### config.mk
export PLATFORM = sky130hd
export DESIGN_NAME = debug_probe_monitor
export DESIGN_NICKNAME = d
export VERILOG_FILES = /design/src/rtl/debug_probe_monitor.sv
export SDC_FILE = /design/constraint.sdc
export NUM_CORES = 1
export LEC_CHECK = 0
export CAP_MARGIN = 40
export CORE_ASPECT_RATIO = 1.4
export CORE_MARGIN = 2
export CORE_UTILIZATION = 40
export CTS_CLUSTER_DIAMETER = 50
export DETAILED_ROUTE_END_ITERATION = 10
export GPL_TIMING_DRIVEN = 1
export SETUP_SLACK_MARGIN = 0.5
export SKIP_CTS_REPAIR_TIMING = 1
export SYNTH_ARGS = -nofsm -noshare
export SYNTH_HDL_FRONTEND = slang
export SYNTH_SLANG_ARGS = --single-unit
export TNS_END_PERCENT = 1
### constraint.sdc
create_clock -name clk_20mhz -period 2.9 [get_ports clk_20mhz]
set_input_delay 0.58 -clock clk_20mhz [delete_from_list [all_inputs] [get_ports clk_20mhz]]
set_output_delay 0.58 -clock clk_20mhz [all_outputs]
set_load 0.01 [all_outputs]
### src/rtl/debug_probe_monitor.sv
// debug_probe_monitor
//   Receive-side companion to the debug observation mux. This block synchronises
//   the currently selected probe bit. Over a programmable gate window it counts
//   rising edges and high cycles. It then hands the tagged result to the register
//   bank through a valid/ready handshake.
//
// Ports:
//   clk_20mhz, rst_20mhz    clock, synchronous active-high reset
//   probe_in                selected debug bit (asynchronous)
//   probe_sel[7:0]          current mux select, captured as the result tag
//   start                   single-cycle pulse that begins a measurement
//   window_cycles[WIN_W]    gate length in clock cycles (0 = empty window)
//   busy                    measurement armed or in progress
//   result_valid/ready      result handshake; results held until accepted
//   edge_count[CNT_W]       rising edges in window (saturating)
//   high_count[WIN_W]       high cycles in window (saturating)
//   result_sel[7:0]         probe_sel captured when the window was armed
//   aborted                 window cut short by a select change
//   level_now               synchronised probe level, free-running
module debug_probe_monitor #(
    parameter int SYNC_STAGES = 2,
    parameter int CNT_W       = 16,
    parameter int WIN_W       = 32
) (
    input  logic             clk_20mhz,
    input  logic             rst_20mhz,
    input  logic             probe_in,
    input  logic [7:0]       probe_sel,
    input  logic             start,
    input  logic [WIN_W-1:0] window_cycles,
    output logic             busy,
    output logic             result_valid,
    input  logic             result_ready,
    output logic [CNT_W-1:0] edge_count,
    output logic [WIN_W-1:0] high_count,
    output logic [7:0]       result_sel,
    output logic             aborted,
    output logic             level_now
);

    localparam logic [1:0] S_IDLE    = 2'd0;
    localparam logic [1:0] S_ARM     = 2'd1;
    localparam logic [1:0] S_MEASURE = 2'd2;
    localparam logic [1:0] S_DONE    = 2'd3;

    logic [1:0]             state;
    logic [SYNC_STAGES-1:0] sync_q;
    logic                   probe_s;
    logic                   prev_s;
    logic                   rise;
    logic [WIN_W-1:0]       win_cnt;

    assign probe_s   = sync_q[SYNC_STAGES-1];
    assign level_now = probe_s;

    always_ff @(posedge clk_20mhz) begin
        if (rst_20mhz) sync_q <= '0;
        else           sync_q <= {sync_q[SYNC_STAGES-2:0], probe_in};
    end

    // The history flop tracks probe_s every cycle. It therefore holds the
    // ARM-cycle level at the first MEASURE sample, which is the required seed.
    // As a result, a probe that is already high does not count as an edge.
    always_ff @(posedge clk_20mhz) begin
        if (rst_20mhz) prev_s <= 1'b0;
        else           prev_s <= probe_s;
    end

    assign rise         = probe_s & ~prev_s;
    assign busy         = (state == S_ARM) || (state == S_MEASURE);
    assign result_valid = (state == S_DONE);

    always_ff @(posedge clk_20mhz) begin
        if (rst_20mhz) begin
            state      <= S_IDLE;
            win_cnt    <= '0;
            edge_count <= '0;
            high_count <= '0;
            result_sel <= '0;
            aborted    <= 1'b0;
        end else begin
            case (state)
                S_IDLE: begin
                    if (start) state <= S_ARM;
                end
                S_ARM: begin
                    edge_count <= '0;
                    high_count <= '0;
                    aborted    <= 1'b0;
                    result_sel <= probe_sel;
                    win_cnt    <= window_cycles;
                    state      <= (window_cycles == '0) ? S_DONE : S_MEASURE;
                end
                S_MEASURE: begin
                    if (probe_sel != result_sel) begin
                        // The mux now shows a different signal, so this
                        // sample is discarded and the partial counts are kept.
                        aborted <= 1'b1;
                        state   <= S_DONE;
                    end else begin
                        if (probe_s && (high_count != '1)) high_count <= high_count + 1'b1;
                        if (rise && (edge_count != '1))    edge_count <= edge_count + 1'b1;
                        win_cnt <= win_cnt - 1'b1;
                        if (win_cnt == WIN_W'(1)) state <= S_DONE;
                    end
                end
                default: begin
                    // In DONE, a start pulse is ignored. This also applies
                    // when start arrives in the same cycle as acceptance.
                    if (result_ready) state <= S_IDLE;
                end
            endcase
        end
    end

endmodule

==> flow_metrics.env <==
export IMPL_status="finished clean"
export IMPL_gr_total_overflow=0
export IMPL_die_y_microns=138
export IMPL_grt_pass1_vias=5049
export IMPL_n_antenna_cell=0
export IMPL_dieArea_sq_mm=0.0137
export IMPL_gp_congestion=0.846
export IMPL_setup_viol=0
export IMPL_clock_sinks=94
export IMPL_grt_pass1_wl_microns=24600
export IMPL_postSynthAreaPerCell_sq_um=8.00
export IMPL_crit_reg2reg_launch="state[0]"
export IMPL_slew_headroom=0.518
export IMPL_final_cell_mix="98 x clkdlybuf4s50_1, 93 x dfxtp_1, 68 x nor2_1"
export IMPL_criticalPathCategory="in2reg"
export IMPL_crit_path_start="probe_sel[1]"
export IMPL_ant_nets=0
export IMPL_nNetsFinal=806
export IMPL_drv_cap=0
export IMPL_start_util=0.412
export IMPL_grt_antenna_before_repair=0
export IMPL_drt_iter0_drc=201
export IMPL_power_leakage_nw=2.45
export IMPL_p_sw_mw=2.33
export IMPL_endpoint="edge_count[5]"
export IMPL_setup_worst_path_end_class="register"
export IMPL_drive_above_1_share=0.0925
export IMPL_grt_usage=0.223
export IMPL_cts_htree_levels=3
export IMPL_slew_violations=0
export IMPL_die_x_microns=99.6
export IMPL_power_switching_share=0.419
export IMPL_clk_pin_slew_ns=0.07
export IMPL_worstPathArrival_ns=2.85
export IMPL_syn_nets=694
export IMPL_peakVddDrop_v=0.000433
export IMPL_rsz0062_at_grt="yes"
export IMPL_layout_commonest_cell="clkdlybuf4s50_1"
export IMPL_drtPass1Iterations=4
export IMPL_seq_power_share=0.297
export IMPL_finalCritPeriodShare=0.887
export IMPL_io_buffers=104
export IMPL_clock_latency_ns=0.34
export IMPL_p_int_mw=3.24
export IMPL_pin_count=105
export IMPL_reg2reg_to="edge_count[15]"
export IMPL_synth_cell_types=59
export IMPL_synth_area_sq_mm=0.00512
export IMPL_area_growth_pct=33.9
export IMPL_synth_enable_flop_cells=0
export IMPL_required_ns=3.18
export IMPL_hpwlAfterDp_microns=11100
export IMPL_clock_fmax_mhz=389
export IMPL_ys_warn_count=0
export IMPL_synth_ff_type="dfxtp_1"
export IMPL_min_path_type="reg2reg"
export IMPL_synth_seq_cells=94
export IMPL_wl_per_cell_microns=16.9
export IMPL_cts_root_buf="clkbuf_16"
export IMPL_async_flop_share=0
export IMPL_p_comb_frac=0.483
export IMPL_worst_slack_ns=0.327
export IMPL_vias_per_cell=5.79
export IMPL_worst_pin_slew_ns=0.716
export IMPL_clk_path_buf_depth=2
export IMPL_drc_errors=0
export IMPL_hold_viol=0
export IMPL_rr_worst_depth=9
export IMPL_ff2ff_setup_slack_ns=0.49
export IMPL_power_clock_fraction=0.220
export IMPL_syn_inst=640
export IMPL_grt_max_degree=48
export IMPL_vias=5251
export IMPL_drt_wl_total_microns=15300
export IMPL_holdWs_ns=0.452
export IMPL_period_needed_ns=2.57
export IMPL_pre_cts_slack_ns=-0.00132
export IMPL_start_kind="input pin"
export IMPL_powerDensity_mw_per_mm2=812
export IMPL_core_area_sq_mm=0.0124
export IMPL_cts_buffers=9
export IMPL_cp_max_fo=5
export IMPL_rows=48
export IMPL_cts_tree="yes"
export IMPL_yosysSeqAreaShare=0.367
export IMPL_skew_ns=0.00628
==> through the flow <==
| step | instances | TNS (ns) | power [mW] | area, sq um | utilization |
|---|---|---|---|---|---|
| finish | 907 | 0 | 5.57 | 6860 | 0.552 |
| global placement | 889 | 0 | 4.21 | 6480 | 0.521 |
| floorplan | 640 | 0 | 3.29 | 5120 | - |
| CTS | 905 | 0 | 5.50 | 6780 | 0.546 |
| global route | 907 | 0 | 5.92 | 6860 | 0.552 |
| detailed placement | 889 | -0.00132 | 4.26 | 6480 | 0.521 |
==> routing by layer <==
metal | share of wire | global-route usage
met5 | 0 | 0
met2 | 0.51 | 0.404
met1 | 0.42 | 0.262
met4 | 0.029 | 0.0898
met3 | 0.041 | 0.0358
==> critical path, stage by stage <==
cell and delay (ns):
clkdlybuf4s50_1 0.50, xnor2_1 0.12, nand4_1 0.14, or2_1 0.26, o41a_1 0.49, buf_6 0.16, or4_1 0.46, a21oi_1 0.14
==> state kept, by name, indices dropped and copies added (netlist names) <==
register and count:
result_sel 8, aborted 1, edge_count 16, high_count 32, win_cnt 32, state 2
sync_q 2, prev_s 1
==> kinds of logic (layout without fill, tap and decap cells) <==
family,count (synthesis),in the layout,synth area share
fa+ha+maj,9,9,0.0220
mux,18,18,0.0364
buf+inv,47,164,0.0349
simple gates,300,300,0.313
compound gates,133,133,0.159
flops,94,94,0.367
xor+xnor,39,39,0.0667
==> power groups by stage <==
stage | clock network [mW] | registers, mW | logic [mW]
final | 1.22 | 1.65 | 2.69
after global routing | 1.31 | 1.68 | 2.93
after CTS | 1.25 | 1.65 | 2.60
after detailed placement | 0 | 1.67 | 2.59
after global placement | 0 | 1.67 | 2.54
after floorplan | 0 | 1.64 | 1.65
==> Yosys cell counts, types with 2 or more instances <==
| cell type | instances | area, sq um |
|---|---|---|
| a211oi_1 | 3 | 22.5 |
| a21oi_1 | 51 | 255 |
| a22oi_1 | 2 | 15.0 |
| a31oi_1 | 2 | 12.5 |
| a32o_1 | 4 | 40.0 |
| a32oi_1 | 3 | 26.3 |
| and2_1 | 6 | 37.5 |
| and3_1 | 16 | 100 |
| and4_1 | 6 | 52.6 |
| buf_1 | 3 | 11.3 |
| buf_2 | 2 | 10.0 |
| clkbuf_1 | 29 | 109 |
| dfxtp_1 | 94 | 1880 |
| ha_1 | 9 | 113 |
| inv_1 | 12 | 45.0 |
| mux2_2 | 5 | 56.3 |
| mux2i_1 | 13 | 130 |
| nand2_1 | 57 | 214 |
| nand2b_1 | 2 | 12.5 |
| nand3_1 | 20 | 100 |
| nand3b_1 | 2 | 15.0 |
| nand4_1 | 28 | 175 |
| nand4b_1 | 3 | 26.3 |
| nor2_1 | 68 | 255 |
| nor2b_1 | 10 | 62.6 |
| nor3_1 | 24 | 120 |
| nor3b_1 | 4 | 30.0 |
| nor4_1 | 17 | 106 |
| nor4b_1 | 3 | 26.3 |
| o211ai_1 | 2 | 15.0 |
| o21a_1 | 3 | 22.5 |
| o21ai_0 | 37 | 185 |
| o22ai_1 | 2 | 12.5 |
| o2bb2ai_1 | 2 | 17.5 |
| o31a_1 | 3 | 26.3 |
| o31ai_1 | 4 | 30.0 |
| o32ai_1 | 6 | 52.6 |
| or2_2 | 2 | 12.5 |
| or3_1 | 14 | 87.6 |
| or4_1 | 11 | 82.6 |
| xnor2_1 | 11 | 96.3 |
| xor2_1 | 28 | 245 |
==> worst min-delay path by stage <==
stage | end | slack, ns | cells after the start | from
5_1_grt | sync_q[1] | 0.47 | 1 | sync_q[0]
6_report | sync_q[1] | 0.45 | 1 | sync_q[0]
4_1_cts | sync_q[1] | 0.45 | 1 | sync_q[0]
3_5_place_dp | sync_q[1] | 0.43 | 1 | sync_q[0]
2_1_floorplan | sync_q[1] | 0.41 | 1 | sync_q[0]
3_3_place_gp | sync_q[1] | 0.42 | 1 | sync_q[0]
==> area by class of cell <==
cell class	instances	area (sq um)
Fill cell	1184	5570
Multi-Input combinational cell	499	3120
Sequential cell	94	1880
Timing Repair Buffer	135	1310
Clock buffer	10	239
Tap cell	150	188
Clock inverter	6	68.8
Inverter	13	48.8
(Power assumes the default switching activity.)
